==> config.mk <==
export PLATFORM = sky130hd
export DESIGN_NAME = param_register_file_flat
export DESIGN_NICKNAME = d
export VERILOG_FILES = /design/src/rtl/regfile_pkg.sv /design/src/rtl/param_register_file_if.sv /design/src/rtl/regfile_clear_seq.sv /design/src/rtl/param_register_file.sv /design/src/flat_wrapper.sv
export SDC_FILE = /design/constraint.sdc
export NUM_CORES = 2
export LEC_CHECK = 0
export CORE_MARGIN = 3
export CORE_UTILIZATION = 60
export DETAILED_ROUTE_END_ITERATION = 10
export PLACE_DENSITY = 0.77
export SETUP_SLACK_MARGIN = 0.2
export SYNTH_ARGS = -nofsm -noshare
export SYNTH_HDL_FRONTEND = slang
export SYNTH_SLANG_ARGS = --single-unit
export TNS_END_PERCENT = 5
==> constraint.sdc <==
create_clock -name clock -period 8 [get_ports clock]
set_input_delay 1.6 -clock clock [delete_from_list [all_inputs] [get_ports clock]]
set_output_delay 1.6 -clock clock [all_outputs]
set_load 0.05 [all_outputs]
==> src/rtl/regfile_pkg.sv <==
// Shared definitions for the parametrised register file and its neighbours.
// Holds the sequencer state encoding and the default geometry that the
// decode and writeback stages size their address/data buses from.
package regfile_pkg;

  typedef enum logic {
    CLEAR,
    RUN
  } state_t;

  localparam int unsigned DEF_DATA_W = 32;
  localparam int unsigned DEF_ADDR_W = 6;

endpackage

==> src/rtl/param_register_file_if.sv <==
// Bus bundle between decode/writeback and the register file.
//   slave  : register file side (takes addresses/write data, returns rs/rt/ready)
//   master : pipeline side
interface param_register_file_if
  import regfile_pkg::*;
#(
  parameter int unsigned DATA_W = DEF_DATA_W,
  parameter int unsigned ADDR_W = DEF_ADDR_W
);

  logic              clear;
  logic [ADDR_W-1:0] rs_addr;
  logic [ADDR_W-1:0] rt_addr;
  logic [ADDR_W-1:0] rd_addr;
  logic              write;
  logic [DATA_W-1:0] data_in;
  logic [DATA_W-1:0] rs;
  logic [DATA_W-1:0] rt;
  logic              ready;

  modport slave (
    input  clear, rs_addr, rt_addr, rd_addr, write, data_in,
    output rs, rt, ready
  );

  modport master (
    output clear, rs_addr, rt_addr, rd_addr, write, data_in,
    input  rs, rt, ready
  );

endinterface

==> src/rtl/regfile_clear_seq.sv <==
// Clear sequencer: after reset or a clear request, walks clr_ptr over every
// entry issuing a zero write, then enters RUN.
//   clock, reset_n : clock and synchronous active-low reset
//   clear          : re-clear request, honoured only in RUN
//   clr_we         : sweep write strobe (high for every CLEAR cycle)
//   clr_addr       : entry being zeroed
//   ready          : high in RUN
module regfile_clear_seq
  import regfile_pkg::*;
#(
  parameter int unsigned ADDR_W = DEF_ADDR_W
) (
  input  logic              clock,
  input  logic              reset_n,
  input  logic              clear,
  output logic              clr_we,
  output logic [ADDR_W-1:0] clr_addr,
  output logic              ready
);

  localparam int unsigned       DEPTH = 2 ** ADDR_W;
  localparam logic [ADDR_W-1:0] LAST  = ADDR_W'(DEPTH - 1);

  state_t            state, state_nx;
  logic [ADDR_W-1:0] clr_ptr, clr_ptr_nx;

  always_ff @(posedge clock) begin
    if (!reset_n) begin
      state   <= CLEAR;
      clr_ptr <= '0;
    end else begin
      state   <= state_nx;
      clr_ptr <= clr_ptr_nx;
    end
  end

  always_comb begin
    state_nx   = state;
    clr_ptr_nx = clr_ptr;
    clr_we     = 1'b0;
    case (state)
      CLEAR: begin
        clr_we = 1'b1;
        // Terminal entry is detected explicitly; pointer is parked at 0.
        if (clr_ptr == LAST) begin
          state_nx   = RUN;
          clr_ptr_nx = '0;
        end else begin
          clr_ptr_nx = clr_ptr + 1'b1;
        end
      end
      RUN: begin
        if (clear) begin
          state_nx   = CLEAR;
          clr_ptr_nx = '0;
        end
      end
    endcase
  end

  assign clr_addr = clr_ptr;
  assign ready    = (state == RUN);

endmodule

==> src/rtl/param_register_file.sv <==
// Parametrised register file: two registered read ports, one write port
// with write-to-read bypass, optional hard-wired zero entry, and a hardware
// clear sweep after reset or on request.
//   clock, reset_n : clock and synchronous active-low reset
//   bus (slave)    : clear, rs_addr, rt_addr, rd_addr, write, data_in in;
//                    rs, rt (registered read data), ready out
module param_register_file
  import regfile_pkg::*;
#(
  parameter int unsigned DATA_W   = DEF_DATA_W,
  parameter int unsigned ADDR_W   = DEF_ADDR_W,
  parameter bit          ZERO_REG = 1'b1
) (
  input  logic                  clock,
  input  logic                  reset_n,
  param_register_file_if.slave  bus
);

  localparam int unsigned DEPTH = 2 ** ADDR_W;

  logic [DATA_W-1:0] data [DEPTH];

  logic              clr_we;
  logic [ADDR_W-1:0] clr_addr;
  logic              ready;

  regfile_clear_seq #(
    .ADDR_W (ADDR_W)
  ) u_clear_seq (
    .clock    (clock),
    .reset_n  (reset_n),
    .clear    (bus.clear),
    .clr_we   (clr_we),
    .clr_addr (clr_addr),
    .ready    (ready)
  );

  // A write arriving with a clear request is dropped, including its bypass.
  logic user_we;
  logic zero_dst;
  logic store_we;
  logic [ADDR_W-1:0] store_addr;
  logic [DATA_W-1:0] store_data;

  assign user_we    = ready & bus.write & ~bus.clear;
  assign zero_dst   = ZERO_REG && (bus.rd_addr == '0);
  assign store_we   = reset_n & (clr_we | (user_we & ~zero_dst));
  assign store_addr = clr_we ? clr_addr : bus.rd_addr;
  assign store_data = clr_we ? '0 : bus.data_in;

  always_ff @(posedge clock) begin
    if (store_we) begin
      data[store_addr] <= store_data;
    end
  end

  logic [DATA_W-1:0] rs_nx, rt_nx;

  always_comb begin
    rs_nx = '0;
    rt_nx = '0;
    if (ready) begin
      if (ZERO_REG && bus.rs_addr == '0)
        rs_nx = '0;
      else if (user_we && bus.rd_addr == bus.rs_addr)
        rs_nx = bus.data_in;
      else
        rs_nx = data[bus.rs_addr];

      if (ZERO_REG && bus.rt_addr == '0)
        rt_nx = '0;
      else if (user_we && bus.rd_addr == bus.rt_addr)
        rt_nx = bus.data_in;
      else
        rt_nx = data[bus.rt_addr];
    end
  end

  logic [DATA_W-1:0] rs_q, rt_q;

  always_ff @(posedge clock) begin
    if (!reset_n) begin
      rs_q <= '0;
      rt_q <= '0;
    end else begin
      rs_q <= rs_nx;
      rt_q <= rt_nx;
    end
  end

  assign bus.rs    = rs_q;
  assign bus.rt    = rt_q;
  assign bus.ready = ready;

endmodule

==> src/flat_wrapper.sv <==
// flat-port wrapper written by rule: the top's interface ports become plain ports
module param_register_file_flat import regfile_pkg::*;
#(
  parameter int unsigned DATA_W   = DEF_DATA_W,
  parameter int unsigned ADDR_W   = DEF_ADDR_W,
  parameter bit          ZERO_REG = 1'b1
)
  (clock, reset_n, bus_clear, bus_rs_addr, bus_rt_addr, bus_rd_addr, bus_write, bus_data_in, bus_rs, bus_rt, bus_ready);
  param_register_file_if #(.DATA_W(DATA_W), .ADDR_W(ADDR_W)) bus_i ();
  input  logic clock;
  input  logic reset_n;
  input wire logic [$bits(bus_i.clear)-1:0] bus_clear;
  input wire logic [$bits(bus_i.rs_addr)-1:0] bus_rs_addr;
  input wire logic [$bits(bus_i.rt_addr)-1:0] bus_rt_addr;
  input wire logic [$bits(bus_i.rd_addr)-1:0] bus_rd_addr;
  input wire logic [$bits(bus_i.write)-1:0] bus_write;
  input wire logic [$bits(bus_i.data_in)-1:0] bus_data_in;
  output wire logic [$bits(bus_i.rs)-1:0] bus_rs;
  output wire logic [$bits(bus_i.rt)-1:0] bus_rt;
  output wire logic [$bits(bus_i.ready)-1:0] bus_ready;
  assign bus_i.clear = bus_clear;
  assign bus_i.rs_addr = bus_rs_addr;
  assign bus_i.rt_addr = bus_rt_addr;
  assign bus_i.rd_addr = bus_rd_addr;
  assign bus_i.write = bus_write;
  assign bus_i.data_in = bus_data_in;
  assign bus_rs = bus_i.rs;
  assign bus_rt = bus_i.rt;
  assign bus_ready = bus_i.ready;
  param_register_file #(.DATA_W(DATA_W), .ADDR_W(ADDR_W), .ZERO_REG(ZERO_REG)) u_core (.clock(clock), .reset_n(reset_n), .bus(bus_i));
endmodule
==> impl_metrics.csv <==
group,metric,value,unit
outcome,status,"finished with violations",
outcome,violations,"capacitance limit",
grt,grt_max_degree,132,
sta,timing.final.ws_setup,3.22,ns
routing,viasPerCell,7.91,
setup_path,crit_fanout,26,
pwr,p_leak,33.7,nW
sta,slew_viol_final,0,
job,cap_violations,1,
grt,antenna_found_initial,17,
sta,hold_violations,0,
logic_synthesis,synth_ff_type,"edfxtp_1",
pwr,p_clk_frac,0.422,
routing,route.vias.total,62600,
sta,period_share,0.597,
sta,maxSlewHeadroom,0.0441,
sta,min_period,4.78,ns
logic_synthesis,synth_warnings,0,
setup_path,critical_path_required,8.69,ns
setup_path,cp-start-kind,"input pin",
sta,fin_tns_setup,0,ns
setup_path,critical_path_class,"in -> reg",
routing,drt.antenna.violating_nets,0,
logic_synthesis,synthCells,5472,
logic_synthesis,syn_area,97500,sq um
floorplan,core-area,161000,sq um
sta,worst_slew_pin_slew,1.43,ns
logic_synthesis,syn_nets,5527,
pwr,p_per_area,215,nW/um^2
floorplan,dieArea,167000,sq um
logic_synthesis,avgSynthCellArea,17.8,sq um
logic_synthesis,async_flop_share,0,
floorplan,dieHeight,409,um
clock_tree,postCtsHoldBufs,0,
pwr,peakVddDrop,0.279,mV
logic_synthesis,synth_edf_count,2048,
floorplan,start_util,0.606,
worst_hold_path,hold_class,"reg -> reg",
grt,grt.total_usage,0.390,
finish,fin_nets,5630,
routing,drtIter0Drc,12300,
clock_tree,cts_tree,"built",
pwr,power_frac_comb,0.063,
setup_path,crit_top_cell,"a21oi_1",
logic_synthesis,synth-seq-cells,2119,
clock_tree,cts_max_level,4,
clock_tree,cts_resized,0,
clock_tree,clk-insertion-delay-late,0.86,ns
pwr,seq_power_share,0.515,
routing,wl_per_cell,41.6,um
routing,drc,0,
setup_path,crit_slowest_cell,"a21oi_1",
routing,first_pass_iters,8,
floorplan,rows,147,
logic_synthesis,synth_top_cell_area_share,0.631,
clock_tree,clkSinkCount,2119,
floorplan,ios,119,
grt,overflow,0,
routing,wl,329000,um
setup_path,crit_chain,"buf_2 > buf_4 > nor2b_4 > buf_12 > a22o_1 > a2111oi_0 > a21oi_1 > a21oi_1 > a311oi_1",
clock_tree,clk_pin_slew_worst_paths,0.06,ns
place,hpwl,185000,um
pwr,p_int,18.2,mW
logic_synthesis,ys_seq_area_frac,0.645,
floorplan,die_w,409,um
place,gp_congestion,0.935,
place,port_buffers,118,
pwr,sw_frac_of_total,0.221,
grt,grt_pass1_wl,458000,um
setup_path,end_kind,"flop",
sta,setup_violations,0,
logic_synthesis,ys_types,60,
sta,fmax,0.209,GHz
grt,grt_pass1_vias,61800,
setup_path,cp_slowest_stage_delay,0.98,ns
sta,rsz0062_at_grt,"false",
finish,area.growth.synth_to_final,11.2,%
clock_tree,cts_root_buffer,"clkbuf_16",
logic_synthesis,synth.area.top_cells,"edfxtp_1, mux4_2, mux2i_1",
setup_path,r2r_slack,3.70,ns
sta,finClkSkew,0.0372,ns
clock_tree,cts_setup_buffers,0,
setup_path,arrival,5.46,ns
clock_tree,cts.path.max_buffers,3,
finish,drive_above_1_share,0.241,
pwr,switchingPower,5.17,mW
place,pre_cts_slack,2.52,ns
logic_synthesis,yosysTopAreaCell,"edfxtp_1",
clock_tree,cts_buffers,208,
[cell families (layout without fill, tap and decap cells)]
logic type,after synthesis,after routing,synth area share
adders and majority gates,1,1,0.000128
muxes,1455,1455,0.238
and+or+nand+nor,570,570,0.0287
DFF,2119,2119,0.645
other,0,5,0
xor gates and xnor gates,12,12,0.00108
AOI/OAI and AO/OA,867,867,0.0634
buffers and inverters,448,725,0.0240
[power by group through the flow]
stage / Clock, mW / Combinational [mW] / Sequential (mW)
floorplan: 0 / 0.909 / 12.3
global placement: 0 / 1.39 / 12.3
detailed placement: 0 / 1.41 / 12.3
CTS: 9.86 / 1.41 / 12.0
global route: 10.3 / 1.48 / 12.0
finish: 9.86 / 1.47 / 12.0
[placed cells by master (no fill, tap or decap), types with 66 or more instances in the layout]
| cell | instances |
|---|---|
| edfxtp_1 | 2048 |
| nor2_1 | 89 |
| a21oi_1 | 120 |
| nor2_4 | 67 |
| buf_4 | 208 |
| a22oi_1 | 367 |
| mux2i_1 | 745 |
| o21ai_0 | 66 |
| clkdlybuf4s50_1 | 107 |
| dfxtp_1 | 70 |
| a211oi_1 | 71 |
| clkbuf_16 | 214 |
| mux4_2 | 683 |
| nand3_1 | 112 |
| nand2_1 | 80 |
[worst paths after layout]
path / from / end / cells after the start
worst max-delay path: bus_rt_addr[3] / u_core.bus.rt[6] / 9
worst max register to register: u_core.u_clear_seq.ready / u_core.data[33][14] / 6
worst min register to register: u_core.u_clear_seq.clr_addr[1] / u_core.u_clear_seq.clr_addr[1] / 2
worst min-delay path: u_core.u_clear_seq.clr_addr[1] / u_core.u_clear_seq.clr_addr[1] / 2
[layout make-up]
class	instances	area, sq um
diodes	5	12.5
clock buffers	273	5780
clock inverters	111	1030
fillers	10100	52500
inverters	5	18.8
multi-input cells	2905	33000
flip-flops and latches	2119	62900
well taps	2160	2700
repair buffers	336	2970
[sequential cells by signal (all words and copies together) (netlist names)]
name and count:
u_core.bus.rs 32, u_core.bus.rt 32, u_core.data 2048, u_core.u_clear_seq.clr_addr 6
u_core.u_clear_seq.ready 1
[cell usage after synthesis (33+ instances only)]
cell type,number
nand3_1,114
nand4_1,38
a22oi_1,367
a31oi_1,35
nor3_1,50
a221oi_1,33
nor2_1,158
a2111oi_0,40
a21oi_1,120
edfxtp_1,2048
dfxtp_1,71
clkbuf_1,168
nand2_1,82
mux2i_1,745
o21ai_0,66
buf_6,37
a22o_1,43
buf_1,39
buf_2,154
mux4_2,683
buf_4,43
and2_1,49
a211oi_1,71
[metrics by stage]
step	power, mW	std cells	util	hold WS, ns	cell area [sq um]
after floorplan	13.2	5472	-	0.473	97500
after global placement	13.7	7525	0.631	0.508	102000
after detailed placement	13.7	7525	0.631	0.497	102000
after CTS	23.3	7909	0.674	0.507	108000
after global routing	23.8	7910	0.674	0.533	108000
final	23.4	7914	0.674	0.524	108000
[critical path, delay by kind of cell]
family | cells | cell delay (ns)
AOI/OAI and AO/OA | 5 | 1.86
buffers and inverters | 3 | 1.14
and+or+nand+nor | 1 | 0.83
[per-layer routing]
| metal | wire length [um] | global-route usage | up-vias |
|---|---|---|---|
| met1 | 105000 | 0.504 | 31400 |
| li1 | - | - | 23400 |
| met4 | 27400 | 0.262 | 14 |
| met5 | 91 | 0 | - |
| met3 | 56200 | 0.153 | 1378 |
| met2 | 140000 | 0.550 | 6397 |
Note: power is estimated with default switching activity, not from simulation.
